`config.mk`:
```
export PLATFORM = sky130hd
export DESIGN_NAME = cpu7_ifu_brctl
export DESIGN_NICKNAME = d
export VERILOG_FILES = /design/src/rtl/cpu7_ifu_brctl.sv
export SDC_FILE = /design/constraint.sdc
export NUM_CORES = 1
export LEC_CHECK = 0
export CORE_ASPECT_RATIO = 1.1
export CORE_MARGIN = 1.5
export CORE_UTILIZATION = 42
export CTS_BUF_LIST = sky130_fd_sc_hd__clkbuf_16
export CTS_CLUSTER_DIAMETER = 200
export CTS_CLUSTER_SIZE = 14
export DETAILED_ROUTE_END_ITERATION = 10
export PLACE_DENSITY = 0.79
export SYNTH_ARGS = -nofsm -noshare
export SYNTH_HDL_FRONTEND = slang
export SYNTH_SLANG_ARGS = --single-unit
```
`constraint.sdc`:
```
create_clock -name clk -period 2.7 [get_ports clk]
set_input_delay 0.54 -clock clk [delete_from_list [all_inputs] [get_ports clk]]
set_output_delay 0.54 -clock clk [all_outputs]
set_load 0.005 [all_outputs]
```
`src/rtl/cpu7_ifu_brctl.sv`:
```
// Decode-stage redirect controller: turns decode direct jumps and EX redirects
// into a single acked fetch redirect, then kills wrong-path decode slots.
module cpu7_ifu_brctl #(
  parameter int FLUSH_CYC = 2,
  parameter int CNT_W     = 16
) (
  input  logic             clk,
  input  logic             reset,
  input  logic             de_valid,
  input  logic             de_jmp,
  input  logic [31:0]      de_pc,
  input  logic [31:0]      de_br_offs,
  input  logic             ex_redir_vld,
  input  logic [31:0]      ex_redir_pc,
  input  logic             redir_ack,
  output logic             redir_vld,
  output logic [31:0]      redir_pc,
  output logic             redir_src,
  output logic             de_kill,
  output logic             busy,
  output logic [CNT_W-1:0] redir_cnt
);

  typedef enum logic [1:0] {
    IDLE  = 2'd0,
    REQ   = 2'd1,
    FLUSH = 2'd2
  } state_t;

  localparam logic [3:0] FLUSH_LOAD = 4'(FLUSH_CYC - 1);

  state_t     state;
  logic [3:0] flush_cnt;
  logic       de_jump;

  assign de_jump = de_valid & de_jmp;

  // An EX redirect arriving in IDLE must also drop the younger decode slot now.
  assign de_kill = busy | ex_redir_vld;

  always_ff @(posedge clk) begin
    if (reset) begin
      state     <= IDLE;
      redir_vld <= 1'b0;
      redir_pc  <= 32'd0;
      redir_src <= 1'b0;
      busy      <= 1'b0;
      redir_cnt <= '0;
      flush_cnt <= 4'd0;
    end else begin
      case (state)
        IDLE: begin
          if (ex_redir_vld) begin
            redir_pc  <= ex_redir_pc;
            redir_src <= 1'b1;
            redir_vld <= 1'b1;
            busy      <= 1'b1;
            state     <= REQ;
          end else if (de_jump) begin
            redir_pc  <= de_pc + de_br_offs;
            redir_src <= 1'b0;
            redir_vld <= 1'b1;
            busy      <= 1'b1;
            state     <= REQ;
          end
        end

        REQ: begin
          if (redir_ack && redir_cnt != '1) begin
            redir_cnt <= redir_cnt + CNT_W'(1);
          end
          // The ack consumes the old target; a coincident EX re-arms REQ.
          if (ex_redir_vld) begin
            redir_pc  <= ex_redir_pc;
            redir_src <= 1'b1;
          end else if (redir_ack) begin
            redir_vld <= 1'b0;
            flush_cnt <= FLUSH_LOAD;
            state     <= FLUSH;
          end
        end

        FLUSH: begin
          if (ex_redir_vld) begin
            redir_pc  <= ex_redir_pc;
            redir_src <= 1'b1;
            redir_vld <= 1'b1;
            state     <= REQ;
          end else if (flush_cnt == 4'd0) begin
            busy      <= 1'b0;
            state     <= IDLE;
          end else begin
            flush_cnt <= flush_cnt - 4'd1;
          end
        end

        default: begin
          redir_vld <= 1'b0;
          busy      <= 1'b0;
          state     <= IDLE;
        end
      endcase
    end
  end

endmodule

```
---- Yosys cells after proc, flatten, opt, wreduce, memory -nomap -nowiden ----
Index checks and enable logic that the tools add are counted.
word-level totals
  output and inout port bits .............. 52
  logic and storage cells ................. 65
  register bits ........................... 57
operators by class
  reductions and logical operators ........ 12
  bitwise gates (word level) .............. 3
  equal/unequal tests ..................... 12
  muxes and demuxes ....................... 28
  add/sub/neg operators ................... 3
operators with widths
  operator                                          count
  two-way mux 32 bit                                3
  one-hot mux 32 bit (2 select lines)               1
  adder 32 bit                                      1
  adder 16 x 1 -> 16 bit, second input constant     1
  two-way mux 4 bit                                 4
  != test 16 bit, second input constant             1
  two-way mux 2 bit                                 6
  != test 2 bit, second input constant              6
  AND reduction 4 bit                               3
  two-way mux 1 bit                                 9
  one-hot mux 4 bit (2 select lines)                1
  != test 3 bit, second input constant              2
  one-hot mux 1 bit (3 select lines)                2
  one-hot mux 2 bit (3 select lines)                1
  AND reduction 5 bit                               1
  zero test 4 bit                                   1
  nonzero test 2 bit                                2
  subtractor 4 x 1 -> 4 bit, second input constant  1
  AND reduction 3 bit                               1
  == test 2 x 1 -> 1 bit, second input constant     1
  == test 2 bit, second input constant              1
  zero test 2 bit                                   1
  != test 2 x 1 -> 1 bit, second input constant     1
  one-hot mux 1 bit (2 select lines)                1
  6 further kinds                                   6

---- Longest topological paths before layout ----
Gate-level depths: netlist of the first run.
  depth after elaboration ................. 4
  gate-level depth with buffers ........... 10
  depth with buffers taken out ............ 9

---- Worst setup path after synthesis of the first run ----
OpenSTA, ideal clock, no wires.
  path kind ............................... in2reg
  from .................................... input de_pc[0]
  to ...................................... register redir_pc[16]
  cell stages on the path ................. 9
  buffers on the path ..................... 0
  arrival ................................. 2.559 ns
  setup slack ............................. 0.029 ns
  cell sequence ........................... ha_1 -> fa_1 -> a21oi_1 -> o21ai_0 -> a211oi_2 -> o31ai_1 -> a21oi_1 -> xor2_1 -> a2111oi_1
between the ends
  word-level cells in the longest chain between the ends .. 4
RTL lines
  what                                 RTL line  text
  from (decl)                          11        input logic [31:0] de_pc,
  adder 32 bit                         60        redir_pc <= de_pc + de_br_offs;
  two-way mux 32 bit                   59        end else if (de_jump) begin
  two-way mux 32 bit                   53        if (ex_redir_vld) begin
  one-hot mux 32 bit (2 select lines)  51        case (state)
  to (signal assigned)                 54        redir_pc <= ex_redir_pc;
  to (signal assigned)                 60
  to (signal assigned)                 74        redir_pc <= ex_redir_pc;
  to (decl)                            17        output logic [31:0] redir_pc,
No other way between the ends. The select of a mux whose other input is x is not followed.
A chain may end at the register's enable or synchronous reset.

---- Worst setup path in the final report of the first run ----
  from .................................... input de_br_offs[2]
  to ...................................... register redir_pc[27]
between the ends
  word-level cells in the longest chain between the ends .. 4
RTL lines
  what                                 RTL line  text
  from (decl)                          12        input logic [31:0] de_br_offs,
  adder 32 bit                         60
  two-way mux 32 bit                   59
  two-way mux 32 bit                   53
  one-hot mux 32 bit (2 select lines)  51
No other way between the ends. The select of a mux whose other input is x is not followed.

==> run summary, run 1 <==
• status: complete, no violations
• final weighted congestion in routability-driven placement: 0.956
• Detailed Routing Iterations Pass 1: 5
• Data required, critical path: 2.94 ns
• number of nets in the finished design: 918
• leakage: 2.86 nW
• cell type contributing the most total cell area after synthesis: sky130_fd_sc_hd__dfxtp_1
• number of nets in the synthesized netlist: 705
• initial antenna violation count: 0
• Final Hold Fails: 0
• Clock transition at path regs: 0.05 ns
• proportion of synthesized chip area in sequential cells: 0.264
• transition time of the tightest slew-check pin: 0.609 ns
• area after detailed placement: 6440 sq um
• WL final: 15100 um
• family with the most delay on the worst path: compound AO/OA/AOI/OAI gates
• Diodes inserted: 0
• Post-Synthesis Cells: 564
• Storage cell area: 1140 sq um
• vertical die dimension: 109 um
• CP Launch Type: primary input
• DP Wirelength: 11300 um
• total core area: 9940 sq um
• buffers from clock root to sink, at most: 2
• highest-delay cell along the critical path: sky130_fd_sc_hd__clkdlybuf4s50_1
• area occupied by multi-input gates: 3210 sq um
• detailed-route DRC error count: 0
• Starting Density: 0.435
• clock latency of the later-clocked register in the worst-skew pair: 0.33 ns
• Worst R2R Setup Slack: 0.38 ns
• number of warning messages in the yosys log: 0
• per-instance average area after synthesis: 7.66 sq um
• number of ports placed on the die boundary: 154
• Top FF cell, synth: sky130_fd_sc_hd__dfxtp_1
• cell area after synthesis: 4320 sq um
• layout-stage area growth over the synthesis result: 62.3%
• count of buffers from port buffering: 153
• summed area of non-filler cells in the final layout: 7010 sq um
• highest attainable clock frequency: 373 MHz
• number of buffers inserted by hold repair at cts: 0
• Die Area: 10900 sq um
• final worst-path cycle share: 0.992
• final number of max-transition violations: 0
• fraction of final layout cells with drive strength greater than 1: 0.174
• time the worst path needs with I/O delays and setup: 2.68 ns
• worst rel slew slack: 0.593
• Hold WS: 0.468 ns
• share of the synthesized area in the top cell type: 0.264
• ratio of total power to cell area: 689 nW/um^2
• TritonCTS clock tree: done
• via count of the first global-routing pass: 5163
• mean routed wirelength per cell: 16.7 um
• category of the most critical setup path: primary input to flip-flop
• top area cells in the synthesized netlist: sky130_fd_sc_hd__dfxtp_1 (26%), sky130_fd_sc_hd__ha_1 (11%), sky130_fd_sc_hd__a21oi_1 (7.8%)
• EDFF count, synth: 0
• Num Clock Sinks: 57
• crit end category: flip-flop
• Cell variety after synth: 62
• Crit Path Max Fanout: 5
• Max Cap Viol: 0
• standard-cell row count: 38
• global route overflow: 0
• average via count per standard cell: 5.79
• Setup TNS Final: 0 ns
• Fill cells: 789
• Clock H-tree levels: 3
• register bit count reported by yosys: 57
• Detailed Route Iter0 Violations: 300
• Num CTS Buffers: 9
• final setup violation count: 0
• Crit path buffers/inverters: 2
• critical path, cell by cell: clkdlybuf4s50_1 -> ha_1 -> nor2_1 -> o31ai_4 -> a221oi_4 -> buf_12 -> o211a_4 -> o31ai_2 -> xnor2_1 -> a221oi_2
• Crit path arrival time: 2.92 ns
• largest clock skew in the final design: 0.00972 ns
• class of the most critical hold timing path: flip-flop to flip-flop
• chip width: 99.7 um
• cell at the root of the clock tree: sky130_fd_sc_hd__clkbuf_16
• maximum number of pins on one net before global-route repair: 34
• Finished Core Util: 0.705
• total number of vias: 5220
• filler-free cell count of the finished design: 902
• FFs w/ async S/R, synth: 0
• global-route wire length before repair: 23700 um
• maximum cell stage delay along the critical path: 0.49 ns
• # placed instances: 882
• count of nets left with antenna violations after detail routing: 0
• global-route total usage across every layer: 0.270
• Worst VDD drop: 0.000404 V
logic make-up (layout without fill, tap and decap cells):
| logic type | count (synthesis) | count (layout) | share of synthesized area |
|---|---|---|---|
| XOR/XNOR | 31 | 31 | 0.0629 |
| AO/OA/AOI/OAI | 193 | 193 | 0.298 |
| multiplexers | 5 | 5 | 0.0116 |
| adder cells (fa/ha/maj) | 39 | 39 | 0.115 |
| AND/OR/NAND/NOR | 189 | 189 | 0.205 |
| buffers and inverters | 50 | 268 | 0.0437 |
| flip-flops | 57 | 57 | 0.264 |
metrics by stage:
step           total power, mW  setup WS, ns
2_1_floorplan             2.43        0.0292
3_3_place_gp              3.49        -0.509
3_5_place_dp              3.55        -0.596
4_1_cts                   4.76       0.00812
5_1_grt                   5.12       -0.0348
6_report                  4.83        0.0214
path summary, 6_finish.rpt:
kind,start,end,depth (start not counted)
max,de_br_offs[2],redir_pc[27],10
min,busy,busy,2
max reg2reg,state[0],redir_pc[19],7
min reg2reg,busy,busy,2
power breakdown:
group	leakage [nW]	total, mW	switching (mW)	internal [mW]
sequential	0.468	1.23	0.154	1.08
clock	0.135	1.16	0.441	0.720
combinational	2.25	2.43	1.24	1.19
cell type report:
cell class,instances,area share
multi-input combinational,457,0.458
clock buffer,9,0.0321
inverter,25,0.0134
sequential,57,0.163
tap,120,0.0214
clock inverter,7,0.0111
timing repair buffer,227,0.302
worst reg2reg max path, stage by stage (launching register included):
cell and delay, ns:
sky130_fd_sc_hd__dfxtp_1 0.39, sky130_fd_sc_hd__inv_1 0.09, sky130_fd_sc_hd__ha_1 0.37, sky130_fd_sc_hd__or2_2 0.43, sky130_fd_sc_hd__nor2_1 0.52, sky130_fd_sc_hd__buf_4 0.25
sky130_fd_sc_hd__nand2_1 0.06, sky130_fd_sc_hd__a31oi_1 0.15
repair_timing:
action                                  CTS  global route
pin swaps                                 5            24
endpoints found under the setup margin   14            14
gates resized for setup                  13            35
buffers inserted                          3             1
per-layer routing:
metal / share of wire / wire, um / global-route usage / vias to the layer above
met1: 0.41 / 6220 / 0.324 / 2480
li1: - / - / - / 2498
met2: 0.51 / 7640 / 0.491 / 211
met4: 0.022 / 327 / 0.0946 / 0
met3: 0.058 / 879 / 0.0381 / 31
met5: 0 / 0 / 0 / -
state kept, by name, indices dropped and copies added, names as in the netlist:
name / flops
redir_vld: 1
redir_src: 1
redir_pc: 32
flush_cnt: 4
redir_cnt: 16
busy: 1
state: 2
layout by cell type (no fill, tap or decap), drive strengths merged, types with 6 or more instances in the layout:
cell type,n
o21ai,43
o21bai,6
nand4,7
nand3,13
nor3,13
a221oi,7
dlymetal6s2s,6
and4,7
xor2,15
dfxtp,57
a311oi,9
clkbuf,9
ha,38
nor2,58
a211oi,6
buf,74
o31ai,7
a21o,7
clkdlybuf4s50,147
inv,27
xnor2,16
or3,9
o211ai,8
a21oi,68
and3,9
o21a,6
nand2,61
synthesized netlist by cell type (3+ instances only):
master,count
sky130_fd_sc_hd__or3_1,9
sky130_fd_sc_hd__o211ai_1,8
sky130_fd_sc_hd__o31ai_1,5
sky130_fd_sc_hd__inv_1,25
sky130_fd_sc_hd__a31oi_1,5
sky130_fd_sc_hd__a211oi_1,4
sky130_fd_sc_hd__and4_1,7
sky130_fd_sc_hd__ha_1,38
sky130_fd_sc_hd__o21ai_0,40
sky130_fd_sc_hd__nor3_1,12
sky130_fd_sc_hd__nand4_1,7
sky130_fd_sc_hd__o21bai_1,6
sky130_fd_sc_hd__a211o_1,3
sky130_fd_sc_hd__mux2i_1,5
sky130_fd_sc_hd__dfxtp_1,57
sky130_fd_sc_hd__a21oi_1,67
sky130_fd_sc_hd__a21o_1,7
sky130_fd_sc_hd__and3_1,9
sky130_fd_sc_hd__a311oi_1,9
sky130_fd_sc_hd__a221oi_1,4
sky130_fd_sc_hd__o21a_1,6
sky130_fd_sc_hd__xor2_1,15
sky130_fd_sc_hd__o22ai_1,3
sky130_fd_sc_hd__nor2_1,58
sky130_fd_sc_hd__nand2_1,60
sky130_fd_sc_hd__nand3_1,13
sky130_fd_sc_hd__clkbuf_1,22
sky130_fd_sc_hd__xnor2_1,16
Note: power is estimated with default switching activity, not from simulation.
==> run 2: changes to the inputs <==
TNS_END_PERCENT = 50   (was default)
==> run summary, run 2 (same netlist as run 1, synthesis figures left out) <==
• class of the most critical hold timing path: flip-flop to flip-flop
• CP Launch Type: primary input
• crit end category: flip-flop
• Diodes inserted: 0
• global route overflow: 0
• status: complete, no violations
• Die Area: 10900 sq um
• total core area: 9940 sq um
• top register by number of flip-flops: redir_pc
• time the worst path needs with I/O delays and setup: 2.67 ns
• detailed-route DRC error count: 0
• via count of the first global-routing pass: 5163
• total number of vias: 5229
• initial antenna violation count: 0
• chip width: 99.7 um
• number of ports placed on the die boundary: 154
• leakage: 2.85 nW
• global-route wire length before repair: 23700 um
• buffers from clock root to sink, at most: 2
• global-route total usage across every layer: 0.270
• Max Cap Viol: 0
• filler-free cell count of the finished design: 902
• layout-stage area growth over the synthesis result: 62.3%
• Detailed Route Iter0 Violations: 316
• highest attainable clock frequency: 375 MHz
• summed area of non-filler cells in the final layout: 7010 sq um
• Clock H-tree levels: 3
• Final Hold Fails: 0
• Crit Path Max Fanout: 5
• TritonCTS clock tree: done
• pre-CTS worst setup slack: -0.596 ns
• Clock transition at path regs: 0.06 ns
• average via count per standard cell: 5.80
• vertical die dimension: 109 um
• Finished Core Util: 0.705
• count of buffers from port buffering: 153
• maximum number of pins on one net before global-route repair: 34
• final setup violation count: 0
• leading cell types in the layout, fill and taps excluded: sky130_fd_sc_hd__clkdlybuf4s50_1 (148), sky130_fd_sc_hd__buf_4 (73), sky130_fd_sc_hd__a21oi_1 (62)
• biggest regs: redir_pc (32), redir_cnt (16), flush_cnt (4)
• clock latency of the later-clocked register in the worst-skew pair: 0.33 ns
• ratio of total power to cell area: 689 nW/um^2
• number of nets in the finished design: 918
• category of the most critical setup path: primary input to flip-flop
• DP Wirelength: 11300 um
• cell at the root of the clock tree: sky130_fd_sc_hd__clkbuf_16
• total chip power: 4.83 mW
• WL final: 15100 um
• RSZ-0062 raised after global routing: yes
• Starting Density: 0.435
• Fill cells: 790
• Data required, critical path: 2.94 ns
• final weighted congestion in routability-driven placement: 0.956
• Num CTS Buffers: 9
• flip-flop count of the largest register, all copies and words added: 32
• Setup TNS Final: 0 ns
• worst rel slew slack: 0.594
• # placed instances: 882
• transition time of the tightest slew-check pin: 0.607 ns
• most common cell after layout, fill and taps aside: sky130_fd_sc_hd__clkdlybuf4s50_1
• Crit path arrival time: 2.91 ns
• standard-cell row count: 38
• count of nets left with antenna violations after detail routing: 0
• largest clock skew in the final design: 0.00983 ns
• Hold WS: 0.459 ns
• fraction of final layout cells with drive strength greater than 1: 0.174
• Worst Setup Slack, final: 0.0341 ns
• final worst-path cycle share: 0.987
• Detailed Routing Iterations Pass 1: 5
• Num Clock Sinks: 57
• Worst VDD drop: 0.000404 V
• mean routed wirelength per cell: 16.7 um
• final number of max-transition violations: 0
• area after detailed placement: 6440 sq um
## run 2: cell count changes in the layout (fill, tap and decap cells not counted)
cell	delta
sky130_fd_sc_hd__dlymetal6s2s_1	-1
sky130_fd_sc_hd__clkdlybuf4s50_1	+1
## run 2: routing by layer
metal | up-vias | GRT usage | wire length (um)
met5 | - | 0 | 0
met4 | 0 | 0.0946 | 328
met3 | 31 | 0.0381 | 881
met2 | 207 | 0.491 | 7630
met1 | 2495 | 0.324 | 6260
li1 | 2496 | - | -
## run 2: power by group
part	switching, mW	total [mW]	leakage, nW	internal, mW
Sequential	0.154	1.23	0.468	1.08
Combinational	1.24	2.44	2.25	1.19
Clock	0.440	1.16	0.135	0.720
## run 2: critical path, stage by stage
cell	delay (ns)
sky130_fd_sc_hd__clkdlybuf4s50_1	0.47
sky130_fd_sc_hd__ha_1	0.33
sky130_fd_sc_hd__nor2_1	0.14
sky130_fd_sc_hd__o31ai_4	0.31
sky130_fd_sc_hd__a221oi_4	0.11
sky130_fd_sc_hd__buf_12	0.16
sky130_fd_sc_hd__o211a_4	0.25
sky130_fd_sc_hd__o31ai_2	0.28
sky130_fd_sc_hd__xnor2_1	0.11
sky130_fd_sc_hd__a221oi_2	0.20
## run 2: path summary, 6_finish.rpt
path / startpoint / endpoint / slack (ns) / depth (start not counted)
max: de_pc[2] / redir_pc[27] / 0.03 / 10
min: redir_pc[2] / redir_pc[2] / 0.46 / 2
max reg2reg: state[0] / redir_pc[19] / 0.38 / 7
min reg2reg: redir_pc[2] / redir_pc[2] / 0.46 / 2
## run 2: what timing repair did
item	CTS	global route
endpoints found under the setup margin	14	14
resized for setup	13	34
hold buffers	0	0
pin swaps	5	22
setup buffers	3	1
## run 2: final cells by class
type | count | area, sq um | area share
multi-input cells | 457 | 3210 | 0.458
repair buffers | 227 | 2110 | 0.301
flip-flops and latches | 57 | 1140 | 0.163
clock buffers | 9 | 225 | 0.0321
well taps | 120 | 150 | 0.0214
inverters | 25 | 93.8 | 0.0134
clock inverters | 7 | 77.6 | 0.0111
==> run 3: changes to the inputs <==
SKIP_LAST_GASP = 1   (was default)
==> run summary, run 3 (same netlist as run 1, synthesis figures left out) <==
• highest attainable clock frequency: 379 MHz
• critical path, cell by cell: clkdlybuf4s50_1 -> ha_2 -> fa_2 -> a21oi_4 -> o21ai_2 -> a211oi_2 -> buf_4 -> o31ai_2 -> a21oi_2 -> xor2_1 -> a2111oi_2
• status: complete, no violations
• count of nets left with antenna violations after detail routing: 0
• average via count per standard cell: 5.81
• Fill cells: 786
• fraction of final layout cells with drive strength greater than 1: 0.173
• number of cells traversed by the worst register-to-register path: 7
• Detailed Routing Iterations Pass 1: 5
• category of the most critical setup path: primary input to flip-flop
• final number of max-transition violations: 0
• highest-delay cell along the critical path: sky130_fd_sc_hd__clkdlybuf4s50_1
• Crit path buffers/inverters: 2
• Crit path arrival time: 2.86 ns
• WL final: 15000 um
• reg-to-reg critical path startpoint: state[0]
• metal1 wirelength: 6230 um
• relative contribution of combinational cells to total power: 0.503
• Storage cell area: 1140 sq um
• vertical die dimension: 109 um
• switching power total: 1.83 mW
• capture point of the critical path: redir_pc[16]
• Clk pwr share: 0.241
• global-route wire length before repair: 23500 um
• count of buffers from port buffering: 153
• clock latency of the later-clocked register in the worst-skew pair: 0.33 ns
• Crit. Startpoint: de_pc[0]
• detailed-route DRC error count: 0
• worst rel slew slack: 0.588
• leakage: 2.83 nW
• Clock transition at path regs: 0.06 ns
• RSZ-0062 raised after global routing: yes
• CP Depth: 11
• Max Cap Viol: 0
• biggest regs: redir_pc (32), redir_cnt (16), flush_cnt (4)
• class of the most critical hold timing path: flip-flop to flip-flop
• Crit Path Max Fanout: 4
• family with the most delay on the worst path: compound AO/OA/AOI/OAI gates
• final weighted congestion in routability-driven placement: 0.956
• hold path startpoint: redir_pc[2]
• final worst-path cycle share: 0.976
• total core area: 9940 sq um
• final setup violation count: 0
• Final Hold Fails: 0
• cell internal pwr: 2.99 mW
• time the worst path needs with I/O delays and setup: 2.64 ns
• Num Clock Sinks: 57
• crit end category: flip-flop
• ratio of total power to cell area: 688 nW/um^2
• initial antenna violation count: 0
• global-route total usage across every layer: 0.267
• filler-free cell count of the finished design: 902
• area occupied by multi-input gates: 3200 sq um
• Data required, critical path: 2.93 ns
• power share of the sequential group: 0.256
• r2r endpoint: redir_pc[19]
• total number of vias: 5244
• Detailed Route Iter0 Violations: 241
• number of buffers inserted by hold repair at cts: 0
• cell at the root of the clock tree: sky130_fd_sc_hd__clkbuf_16
• DP Wirelength: 11300 um
• TritonCTS clock tree: done
• Worst R2R Setup Slack: 0.38 ns
• # placed instances: 882
• Switching Fraction: 0.379
• maximum cell stage delay along the critical path: 0.47 ns
• largest clock skew in the final design: 0.00819 ns
• leading cell types in the layout, fill and taps excluded: sky130_fd_sc_hd__clkdlybuf4s50_1 (149), sky130_fd_sc_hd__buf_4 (73), sky130_fd_sc_hd__a21oi_1 (62)
• number of ports placed on the die boundary: 154
• wire length on met2: 7510 um
• Met3 Routed Length: 904 um
• number of nets in the finished design: 918
• maximum number of pins on one net before global-route repair: 34
• Starting Density: 0.435
• standard-cell row count: 38
• most common cell after layout, fill and taps aside: sky130_fd_sc_hd__clkdlybuf4s50_1
• Worst VDD drop: 0.000376 V
• Num CTS Buffers: 9
• Finished Core Util: 0.704
• Clock H-tree levels: 3
• Die Area: 10900 sq um
• layout-stage area growth over the synthesis result: 62.0%
• CP Launch Type: primary input
• via count of the first global-routing pass: 5101
• flip-flop count of the largest register, all copies and words added: 32
• transition time of the tightest slew-check pin: 0.616 ns
• Diodes inserted: 0
• highest routing layer actually used: met4
• top register by number of flip-flops: redir_pc
• buffers from clock root to sink, at most: 2
• chip width: 99.7 um
• global route overflow: 0
• mean routed wirelength per cell: 16.6 um
run 3: changes by cell type in the layout (fill, tap and decap cells not counted), sizes merged:
cell	previous run	this run
clkdlybuf4s50	148	149
dlymetal6s2s	5	4
run 3: power groups by stage:
stage | clock network (mW) | logic (mW) | registers [mW]
2_1_floorplan | 0 | 1.21 | 1.23
3_3_place_gp | 0 | 2.26 | 1.23
3_5_place_dp | 0 | 2.31 | 1.24
4_1_cts | 1.18 | 2.35 | 1.23
5_1_grt | 1.21 | 2.64 | 1.25
6_report | 1.16 | 2.43 | 1.23
run 3: what timing repair did:
action,4_1_cts,5_1_grt
endpoints found under the hold margin,0,0
gates resized for setup,10,34
buffers inserted,3,1
setup endpoints to repair,14,14
cloned,0,0
pin swaps,4,19
run 3: layout make-up:
type                    count  share of cell area
well taps                 120              0.0215
clock buffers               9              0.0322
flip-flops and latches     57               0.163
multi-input cells         457               0.457
clock inverters             7              0.0111
inverters                  25              0.0134
repair buffers            227               0.301
run 3: routing by layer:
metal,GRT usage,vias to the layer above
li1,-,2495
met1,0.324,2517
met2,0.485,206
met3,0.0375,26
met4,0.0885,0
met5,0,-
run 3: metrics by stage:
step                      setup TNS [ns]  power (mW)  setup WS (ns)  area [sq um]  hold slack (ns)
final                                  0        4.82         0.0641          7000            0.462
after global routing              -0.186        5.11        -0.0470          7000            0.489
after CTS                        -0.0731        4.75        -0.0334          6830            0.458
after detailed placement           -8.48        3.55         -0.596          6440            0.446
after global placement             -7.09        3.49         -0.509          6440            0.439
after floorplan                        0        2.43         0.0292          4320            0.448
run 3: worst register-to-register path: cells and delay by family, from the launching register on:
family,cells,cell delay (ns)
simple gates,3,1.02
flops,1,0.39
fa+ha+maj,1,0.37
buf+inv,2,0.34
compound gates,1,0.15
run 3: worst min-delay path by stage:
stage | slack [ns] | depth (start not counted) | end
after floorplan | 0.45 | 2 | redir_pc[2]
after global placement | 0.44 | 2 | redir_pc[2]
after detailed placement | 0.45 | 2 | redir_pc[2]
after CTS | 0.46 | 2 | redir_pc[2]
after global routing | 0.49 | 2 | redir_pc[2]
final | 0.46 | 2 | redir_pc[2]
